--- src/rtl/apb_rr_arbiter_if.sv ---
`default_nettype none
// ============================================================================
// Interface : apb_rr_arbiter_if
// Requester handshake plus APB master bus of the round-robin APB arbiter.
// Revision  : 1.0
// ============================================================================
interface apb_rr_arbiter_if #(
  parameter int NUM_REQ        = 4,
  parameter int ADDR_WIDTH     = 8,
  parameter int DATA_WIDTH     = 8,
  parameter int SLV_ADDR_WIDTH = 2
);
  logic [NUM_REQ-1:0]                req;
  logic [NUM_REQ*SLV_ADDR_WIDTH-1:0] req_slv;
  logic [NUM_REQ*ADDR_WIDTH-1:0]     req_addr;
  logic [NUM_REQ-1:0]                req_wr;
  logic [NUM_REQ*DATA_WIDTH-1:0]     req_wdata;
  logic [NUM_REQ-1:0]                gnt;
  logic [NUM_REQ-1:0]                done;
  logic [DATA_WIDTH-1:0]             rdata;
  logic                              err;
  logic                              psel1;
  logic                              psel2;
  logic                              penable;
  logic [ADDR_WIDTH-1:0]             paddr;
  logic                              pwrite;
  logic [DATA_WIDTH-1:0]             pwdata;
  logic [DATA_WIDTH-1:0]             prdata;
  logic                              pready;

  modport master (
    input  req, req_slv, req_addr, req_wr, req_wdata, prdata, pready,
    output gnt, done, rdata, err, psel1, psel2, penable, paddr, pwrite, pwdata
  );

  modport slave (
    output req, req_slv, req_addr, req_wr, req_wdata, prdata, pready,
    input  gnt, done, rdata, err, psel1, psel2, penable, paddr, pwrite, pwdata
  );
endinterface
`default_nettype wire

--- src/rtl/apb_rr_arbiter.sv ---
`default_nettype none
// ============================================================================
// Module   : apb_rr_arbiter
// Round-robin sequencer sharing one APB master port, with pready timeout.
// Revision : 1.0
// ============================================================================
module apb_rr_arbiter #(
  parameter int NUM_REQ        = 4,
  parameter int ADDR_WIDTH     = 8,
  parameter int DATA_WIDTH     = 8,
  parameter int SLV_ADDR_WIDTH = 2,
  parameter int TIMEOUT        = 16
) (
  input  logic                  pclk,
  input  logic                  presetn,
  apb_rr_arbiter_if.master      bus
);
  localparam int IDX_W = (NUM_REQ > 1) ? $clog2(NUM_REQ) : 1;
  localparam int CNT_W = (TIMEOUT > 1) ? $clog2(TIMEOUT) : 1;

  typedef enum logic [1:0] {
    S_IDLE   = 2'd0,
    S_SETUP  = 2'd1,
    S_ACCESS = 2'd2,
    S_DONE   = 2'd3
  } state_t;

  state_t                  state_q, state_d;
  logic [IDX_W-1:0]        last_q, last_d;
  logic [IDX_W-1:0]        owner_q, owner_d;
  logic [CNT_W-1:0]        cnt_q, cnt_d;
  logic [NUM_REQ-1:0]      gnt_q, gnt_d;
  logic [NUM_REQ-1:0]      done_q, done_d;
  logic                    err_q, err_d;
  logic [DATA_WIDTH-1:0]   rdata_q, rdata_d;
  logic                    psel1_q, psel1_d;
  logic                    psel2_q, psel2_d;
  logic                    penable_q, penable_d;
  logic [ADDR_WIDTH-1:0]   paddr_q, paddr_d;
  logic                    pwrite_q, pwrite_d;
  logic [DATA_WIDTH-1:0]   pwdata_q, pwdata_d;

  logic                      win_found;
  logic [IDX_W-1:0]          win_idx;
  logic [IDX_W-1:0]          cand;
  logic [SLV_ADDR_WIDTH-1:0] win_slv;
  logic [NUM_REQ-1:0]        win_oh;
  logic [NUM_REQ-1:0]        owner_oh;
  logic                      launch;

  // Search starts one past the last winner so the previous owner ranks lowest.
  always_comb begin : rr_search
    win_found = 1'b0;
    win_idx   = '0;
    cand      = '0;
    for (int i = 1; i <= NUM_REQ; i++) begin
      cand = IDX_W'((int'(last_q) + i) % NUM_REQ);
      if (!win_found && bus.req[cand]) begin
        win_found = 1'b1;
        win_idx   = cand;
      end
    end
  end

  assign win_slv  = bus.req_slv[win_idx*SLV_ADDR_WIDTH +: SLV_ADDR_WIDTH];
  assign win_oh   = NUM_REQ'(1) << win_idx;
  assign owner_oh = NUM_REQ'(1) << owner_q;

  always_comb begin : next_state
    state_d   = state_q;
    last_d    = last_q;
    owner_d   = owner_q;
    cnt_d     = cnt_q;
    gnt_d     = '0;
    done_d    = '0;
    err_d     = 1'b0;
    rdata_d   = rdata_q;
    psel1_d   = psel1_q;
    psel2_d   = psel2_q;
    penable_d = penable_q;
    paddr_d   = paddr_q;
    pwrite_d  = pwrite_q;
    pwdata_d  = pwdata_q;
    launch    = 1'b0;

    unique case (state_q)
      S_IDLE: begin
        psel1_d   = 1'b0;
        psel2_d   = 1'b0;
        penable_d = 1'b0;
        launch    = win_found;
      end
      S_SETUP: begin
        // No psel in SETUP means the slave select did not decode.
        if (psel1_q || psel2_q) begin
          state_d   = S_ACCESS;
          penable_d = 1'b1;
          cnt_d     = '0;
        end else begin
          state_d = S_DONE;
          done_d  = owner_oh;
          err_d   = 1'b1;
        end
      end
      S_ACCESS: begin
        if (bus.pready) begin
          done_d    = owner_oh;
          psel1_d   = 1'b0;
          psel2_d   = 1'b0;
          penable_d = 1'b0;
          if (!pwrite_q) rdata_d = bus.prdata;
          state_d   = S_IDLE;
          launch    = win_found;
        end else if (cnt_q == CNT_W'(TIMEOUT - 1)) begin
          done_d    = owner_oh;
          err_d     = 1'b1;
          psel1_d   = 1'b0;
          psel2_d   = 1'b0;
          penable_d = 1'b0;
          state_d   = S_DONE;
        end else begin
          cnt_d = cnt_q + 1'b1;
        end
      end
      S_DONE: state_d = S_IDLE;
      default: state_d = S_IDLE;
    endcase

    if (launch) begin
      state_d   = S_SETUP;
      last_d    = win_idx;
      owner_d   = win_idx;
      gnt_d     = win_oh;
      paddr_d   = bus.req_addr[win_idx*ADDR_WIDTH +: ADDR_WIDTH];
      pwrite_d  = bus.req_wr[win_idx];
      if (bus.req_wr[win_idx]) pwdata_d = bus.req_wdata[win_idx*DATA_WIDTH +: DATA_WIDTH];
      psel1_d   = (win_slv == SLV_ADDR_WIDTH'(1));
      psel2_d   = (win_slv == SLV_ADDR_WIDTH'(2));
      penable_d = 1'b0;
    end
  end

  always_ff @(posedge pclk or negedge presetn) begin
    if (!presetn) begin
      state_q   <= S_IDLE;
      last_q    <= IDX_W'(NUM_REQ - 1);
      owner_q   <= '0;
      cnt_q     <= '0;
      gnt_q     <= '0;
      done_q    <= '0;
      err_q     <= 1'b0;
      rdata_q   <= '0;
      psel1_q   <= 1'b0;
      psel2_q   <= 1'b0;
      penable_q <= 1'b0;
      paddr_q   <= '0;
      pwrite_q  <= 1'b0;
      pwdata_q  <= '0;
    end else begin
      state_q   <= state_d;
      last_q    <= last_d;
      owner_q   <= owner_d;
      cnt_q     <= cnt_d;
      gnt_q     <= gnt_d;
      done_q    <= done_d;
      err_q     <= err_d;
      rdata_q   <= rdata_d;
      psel1_q   <= psel1_d;
      psel2_q   <= psel2_d;
      penable_q <= penable_d;
      paddr_q   <= paddr_d;
      pwrite_q  <= pwrite_d;
      pwdata_q  <= pwdata_d;
    end
  end

  assign bus.gnt     = gnt_q;
  assign bus.done    = done_q;
  assign bus.err     = err_q;
  assign bus.rdata   = rdata_q;
  assign bus.psel1   = psel1_q;
  assign bus.psel2   = psel2_q;
  assign bus.penable = penable_q;
  assign bus.paddr   = paddr_q;
  assign bus.pwrite  = pwrite_q;
  assign bus.pwdata  = pwdata_q;
endmodule
`default_nettype wire

--- src/flat_wrapper.sv ---
// flat-port wrapper written by rule: the top's interface ports become plain ports
module apb_rr_arbiter_flat 
#(
  parameter int NUM_REQ        = 4,
  parameter int ADDR_WIDTH     = 8,
  parameter int DATA_WIDTH     = 8,
  parameter int SLV_ADDR_WIDTH = 2,
  parameter int TIMEOUT        = 16
)
  (pclk, presetn, bus_req, bus_req_slv, bus_req_addr, bus_req_wr, bus_req_wdata, bus_prdata, bus_pready, bus_gnt, bus_done, bus_rdata, bus_err, bus_psel1, bus_psel2, bus_penable, bus_paddr, bus_pwrite, bus_pwdata);
  apb_rr_arbiter_if #(.NUM_REQ(NUM_REQ), .ADDR_WIDTH(ADDR_WIDTH), .DATA_WIDTH(DATA_WIDTH), .SLV_ADDR_WIDTH(SLV_ADDR_WIDTH)) bus_i ();
  input  logic pclk;
  input  logic presetn;
  input wire logic [$bits(bus_i.req)-1:0] bus_req;
  input wire logic [$bits(bus_i.req_slv)-1:0] bus_req_slv;
  input wire logic [$bits(bus_i.req_addr)-1:0] bus_req_addr;
  input wire logic [$bits(bus_i.req_wr)-1:0] bus_req_wr;
  input wire logic [$bits(bus_i.req_wdata)-1:0] bus_req_wdata;
  input wire logic [$bits(bus_i.prdata)-1:0] bus_prdata;
  input wire logic [$bits(bus_i.pready)-1:0] bus_pready;
  output wire logic [$bits(bus_i.gnt)-1:0] bus_gnt;
  output wire logic [$bits(bus_i.done)-1:0] bus_done;
  output wire logic [$bits(bus_i.rdata)-1:0] bus_rdata;
  output wire logic [$bits(bus_i.err)-1:0] bus_err;
  output wire logic [$bits(bus_i.psel1)-1:0] bus_psel1;
  output wire logic [$bits(bus_i.psel2)-1:0] bus_psel2;
  output wire logic [$bits(bus_i.penable)-1:0] bus_penable;
  output wire logic [$bits(bus_i.paddr)-1:0] bus_paddr;
  output wire logic [$bits(bus_i.pwrite)-1:0] bus_pwrite;
  output wire logic [$bits(bus_i.pwdata)-1:0] bus_pwdata;
  assign bus_i.req = bus_req;
  assign bus_i.req_slv = bus_req_slv;
  assign bus_i.req_addr = bus_req_addr;
  assign bus_i.req_wr = bus_req_wr;
  assign bus_i.req_wdata = bus_req_wdata;
  assign bus_i.prdata = bus_prdata;
  assign bus_i.pready = bus_pready;
  assign bus_gnt = bus_i.gnt;
  assign bus_done = bus_i.done;
  assign bus_rdata = bus_i.rdata;
  assign bus_err = bus_i.err;
  assign bus_psel1 = bus_i.psel1;
  assign bus_psel2 = bus_i.psel2;
  assign bus_penable = bus_i.penable;
  assign bus_paddr = bus_i.paddr;
  assign bus_pwrite = bus_i.pwrite;
  assign bus_pwdata = bus_i.pwdata;
  apb_rr_arbiter #(.NUM_REQ(NUM_REQ), .ADDR_WIDTH(ADDR_WIDTH), .DATA_WIDTH(DATA_WIDTH), .SLV_ADDR_WIDTH(SLV_ADDR_WIDTH), .TIMEOUT(TIMEOUT)) u_core (.pclk(pclk), .presetn(presetn), .bus(bus_i));
endmodule
--- config.mk ---
export PLATFORM = sky130hd
export DESIGN_NAME = apb_rr_arbiter_flat
export DESIGN_NICKNAME = d
export VERILOG_FILES = /design/src/rtl/apb_rr_arbiter_if.sv /design/src/rtl/apb_rr_arbiter.sv /design/src/flat_wrapper.sv
export SDC_FILE = /design/constraint.sdc
export NUM_CORES = 1
export LEC_CHECK = 0
export CORE_MARGIN = 4
export CORE_UTILIZATION = 37
export CTS_CLUSTER_DIAMETER = 80
export DETAILED_ROUTE_END_ITERATION = 16
export PLACE_DENSITY = 0.74
export SETUP_SLACK_MARGIN = 0.3
export SYNTH_ARGS = -nofsm -noshare
export SYNTH_HDL_FRONTEND = slang
export SYNTH_SLANG_ARGS = --single-unit
--- constraint.sdc ---
create_clock -name pclk -period 2.23 [get_ports pclk]
set_clock_uncertainty 0.15 [all_clocks]
set_input_delay 0.669 -clock pclk [delete_from_list [all_inputs] [get_ports pclk]]
set_output_delay 0.669 -clock pclk [all_outputs]
set_load 0.01 [all_outputs]
== Yosys cells after proc, flatten, opt, wreduce, memory -nomap -nowiden ==
Index checks and enable logic that the tools add are counted.
Word-level totals
  bits in registers: 47
  input bits: 91
  output and inout port bits: 37
Cells by class
  add/subtract/negate cells: 5
  order comparisons: 5
  equal/unequal tests: 11
  shift operators: 5
  mux-type cells: 46
  bitwise logic cells: 1
  reductions and logical operators: 18
Operators with widths (count)
  32-bit by 6-bit variable part select with 8-bit output: 2
  4-bit 2-to-1 mux: 7
  1-bit 2-to-1 mux: 20
  4-bit one-hot mux with 2 select lines: 2
  2-bit by 3-bit less-than comparator with 1-bit output (second input constant): 5
  2-bit 2-to-1 mux: 7
  1-bit binary-select mux with 2-bit select: 5
  4-bit nonzero test: 2
  8-bit by 4-bit variable part select with 2-bit output: 1
  1-bit by 2-bit << shifter with 4-bit output (first input constant): 2
  2-bit equality test (second input constant): 3
  1-bit one-hot mux with 2 select lines: 3
  2-bit one-hot mux with 3 select lines: 1
  2-bit AND reduction: 3
  3-bit AND reduction: 2
  2-bit by 1-bit adder with 2-bit output (second input constant): 2
  2-bit adder (second input constant): 2
  4-bit by 1-bit adder with 4-bit output (second input constant): 1
  2-bit by 1-bit equality test with 1-bit output (second input constant): 2
  4-bit equality test (second input constant): 1
  2-bit inequality test (second input constant): 2
  4-bit by 2-bit inequality test with 1-bit output (second input constant): 1
  4-bit AND reduction: 1
  1-bit logical AND: 3
  other kinds (9): 11

== Depth between registers and ports, before layout ==
  word-level depth: 17
  mapped depth: 9
  gate-level depth less buffers: 8

== Least setup slack after synthesis ==
OpenSTA, ideal clock, no wires.
  path type: input to register
  start point: in bus_req[0]
  end point: reg u_core.paddr_q[1] (netlist: u_core.bus.paddr[1])
  library setup time: 0.134 ns
  data arrival time: 2.062 ns
  setup slack: -0.116 ns
  cell stages on the path: 8
  cell sequence: o21ai_0 a21boi_1 nor3_1 buf_4 buf_2 mux2_1 a22oi_1 o31ai_1
Between the ends
  cells in the longest elaborated chain, start to end: 14
  elaborated cells on any way between the ends: 25
  those cells by class: shift: 1; mux: 18; reduce/logical: 6
Ends and longest elaborated chain
  from (decl): line flat_wrapper.sv:14  | input wire logic [$bits(bus_i.req)-1:0] bus_req;
  parallel branches: the longest is 14 deep, another holds 1-bit binary-select mux with 2-bit select
  to (signal assigned): line apb_rr_arbiter.sv:171  | paddr_q <= paddr_d;
  to (decl): line apb_rr_arbiter.sv:39  | logic [ADDR_WIDTH-1:0] paddr_q, paddr_d;
Several ways; the timed one is not identified. The select of a mux whose other input is x is not followed.
A chain may end at the register's enable or synchronous reset.

== Worst setup path after layout ==
  start point: reg u_core.last_q[0]
  end point: reg u_core.pwdata_q[2] (netlist: u_core.bus.pwdata[2])
Between the ends
  cells in the longest elaborated chain, start to end: 16
  elaborated cells on any way between the ends: 32
  those cells by class: add/sub: 4; shift: 1; mux: 20; reduce/logical: 7
Ends and longest elaborated chain
  from (decl): line apb_rr_arbiter.sv:29  | logic [IDX_W-1:0] last_q, last_d;
  from (signal assigned): line apb_rr_arbiter.sv:146  | last_q <= IDX_W'(NUM_REQ - 1);
  from (signal assigned): line apb_rr_arbiter.sv:161  | last_q <= last_d;
  parallel branches: the longest is 16 deep, another holds 2-bit by 1-bit adder with 2-bit output
  to (signal assigned): line apb_rr_arbiter.sv:173  | pwdata_q <= pwdata_d;
  to (decl): line apb_rr_arbiter.sv:41  | logic [DATA_WIDTH-1:0] pwdata_q, pwdata_d;
Several ways; the timed one is not identified. The select of a mux whose other input is x is not followed.

==> results.py <==
metrics = {
    "pwr": {
        "p_leak_nw": 2.23,
        "p_comb_share_pct": 62.0,
        "netSwitchingFraction_pct": 37.2,
        "switching_power_mw": 2.17,
        "clockPowerShare_pct": 12.7,
        "p_int_mw": 3.66,
        "ir_drop_v": 0.000611,
        "seq_power_share_pct": 25.3,
        "p_per_area_nw_per_um2": 1220,
    },
    "finish": {
        "drive_gt1_share_pct": 29.5,
        "layout_common_cells": "84 x clkdlybuf4s50_1, 45 x dfrtp_1, 40 x buf_4",
        "multiInputGateArea_um2": 1580,
        "final_area_um2": 4770,
        "fin_nets": 519,
        "syn_to_final_growth_pct": 82.8,
        "fill_cells": 519,
        "regArea_um2": 1180,
        "final_common_cell": "clkdlybuf4s50_1",
        "n_antenna_cell": 0,
    },
    "synthesis": {
        "syn_area_um2": 2610,
        "synthArstFlopShare_pct": 100,
        "synthFlopType": "dfrtp_1",
        "synth.distinct_cells": 40,
        "yosys_warnings": 0,
        "synthCells": 246,
        "synth_edf_count": 0,
        "synth-seq-cells": 47,
        "syn_area_per_cell_um2": 10.6,
        "synth-seq-area-share_pct": 45.1,
        "syn_nets": 342,
    },
    "timing": {
        "setup_violations": 0,
        "holdWs_ns": 0.183,
        "drv_slew": 0,
        "max-slew-margin-rel_pct": 72.9,
        "hold_viol": 0,
        "min_period_ns": 2.21,
        "min_period_over_period_pct": 99.0,
        "tightest_slew_ns": 0.405,
        "rsz0062_at_grt": "yes",
        "max_freq_mhz": 453,
        "fin_tns_setup_ns": 0,
        "setup_ws_ns": 0.0213,
    },
    "clock_tree": {
        "clkLatencyLatePin_ns": 0.30,
        "cts_inserted_buffers": 5,
        "cts_tree": "done",
        "htreeDepth": 2,
        "clk_pin_slew_ns": 0.09,
        "clock_tree.buffer_depth": 2,
        "cts-root-buf": "clkbuf_8",
        "clkSinkCount": 47,
    },
    "routing": {
        "totalWireLength_um": 8690,
        "drcViolationCount": 0,
        "ant_nets": 0,
        "via_per_inst": 5.08,
        "drt-wirelength-per-cell_um": 16.7,
        "drt-initial-drc-count": 100,
        "num_vias": 2643,
        "first_pass_iters": 4,
    },
    "global_route": {
        "grt_max_degree": 48,
        "grt_pass1_wl_um": 13200,
        "grt_overflow": 0,
        "grt_usage_pct": 19.6,
        "grt_pass1_vias": 2720,
        "antenna_found_initial": 0,
    },
    "floorplan": {
        "dieHeight_um": 92.0,
        "core_um2": 6830,
        "row_count": 30,
        "ioPinCount": 128,
        "initial_core_util_pct": 38.2,
        "die_area_um2": 8470,
        "fp.dieW_um": 92.0,
    },
    "placed_design": {
        "gp_congestion": 0.777,
        "io_buffers": 127,
        "pre_cts_slack_ns": -0.678,
        "dp.final_hpwl_um": 5950,
        "post_dp_cell_area_um2": 4270,
    },
    "setup_path": {
        "cp.required_ns": 2.27,
        "cp.arrival_ns": 2.25,
        "path_max_fanout": 7,
        "worstSetupEndpointType": "register",
        "cp-start-kind": "register",
        "worstSetupPathType": "reg -> reg",
    },
    "run_status": {
        "status": "completed",
    },
    "job": {
        "cap_viol_max_count": 0,
    },
    "worst_hold_path": {
        "hold_path.class": "in -> async",
    },
}
-- cells in the mapped netlist, drive strengths merged (8+ instances only) --
library cell / instances / area [um2]
a22oi: 17 / 128
mux2: 25 / 312
mux2i: 20 / 208
a21oi: 23 / 115
buf: 8 / 53.8
o21ai: 10 / 50.1
o31ai: 9 / 67.6
nor2: 14 / 52.6
nand2: 25 / 93.8
dfrtp: 45 / 1130
-- stage by stage --
stage | utilization, % | instances | power [mW]
after floorplan | - | 246 | 3.26
after global placement | 62.5 | 489 | 4.54
after detailed placement | 62.5 | 489 | 4.61
after CTS | 68.0 | 515 | 5.59
after global routing | 69.9 | 520 | 6.20
final | 69.9 | 520 | 5.82
-- worst max-delay path: stages, from the launching register on --
cell and delay [ns]:
dfstp_2 0.57, nand2b_4 0.15, nor2_2 0.05, nor3_2 0.21, buf_4 0.14, buf_6 0.11
buf_12 0.13, mux2i_1 0.22, a22oi_1 0.12, mux2_4 0.26
-- metal layers --
metal | vias to the layer above | track usage (%) | wire (um)
li1 | 1268 | - | -
met1 | 1260 | 22.7 | 3390
met2 | 107 | 34.9 | 4540
met3 | 8 | 5.50 | 655
met4 | 0 | 6.44 | 100
met5 | - | 0 | 0
-- what timing repair did --
item                                    CTS  global route
endpoints found under the setup margin   71            32
resized for setup                        82            22
setup buffers                            16             4
hold buffers                              0             0
pin swaps                                13            10
cloned                                    2             1
-- kinds of logic (layout without fill, tap and decap cells) --
kind of cell,after synthesis,after routing,share of synthesized area [%]
xor gates and xnor gates,2,2,0.671
adders and majority gates,5,5,2.40
DFF,47,47,45.1
AOI/OAI and AO/OA,71,72,18.3
muxes,45,45,19.9
buffers and inverters,18,195,3.50
and+or+nand+nor,58,58,10.1
-- state kept, by name, summed over array words and instances (netlist names) --
name and flops:
u_core.state_q 2, u_core.bus.err 1, u_core.bus.psel1 1, u_core.bus.gnt 4
u_core.last_q 2, u_core.bus.done 4, u_core.bus.pwdata 8, u_core.bus.rdata 8
u_core.bus.pwrite 1, u_core.bus.psel2 1, u_core.bus.paddr 8, u_core.bus.penable 1
u_core.cnt_q 4, u_core.owner_q 2
-- power by group through the flow --
stage,Sequential [mW],Combinational [mW],Clock [mW]
2_1_floorplan,1.60,1.66,0
5_1_grt,1.52,3.89,0.791
3_5_place_dp,1.50,3.11,0
3_3_place_gp,1.49,3.05,0
4_1_cts,1.48,3.37,0.745
6_report,1.47,3.61,0.738
-- final cells by class --
type                       count  share of cell area (%)
clock inverter                 3                    1.42
inverter                       5                   0.393
tap                           96                    2.52
clock buffer                   5                    1.44
multi-input combinational    182                    33.0
timing repair buffer         182                    36.5
sequential                    47                    24.7
-- path summary, 6_finish.rpt --
check | slack [ns] | start | cells after the start | end
max | 0.02 | u_core.last_q[0]$_DFFE_PN1P_ | 9 | u_core.bus.pwdata[2]$_DFFE_PN0P_
min | 0.18 | presetn | 2 | u_core.bus.pwdata[2]$_DFFE_PN0P_
max reg2reg | 0.02 | u_core.last_q[0]$_DFFE_PN1P_ | 9 | u_core.bus.pwdata[2]$_DFFE_PN0P_
min reg2reg | 0.34 | u_core.owner_q[1]$_DFFE_PN0P_ | 1 | u_core.bus.done[1]$_DFF_PN0_
max in group asynchronous | 1.48 | presetn | 2 | u_core.last_q[0]$_DFFE_PN1P_
min in group pclk | 0.34 | u_core.owner_q[1]$_DFFE_PN0P_ | 1 | u_core.bus.done[1]$_DFF_PN0_
No activity file was read; power rests on OpenSTA's default activity.
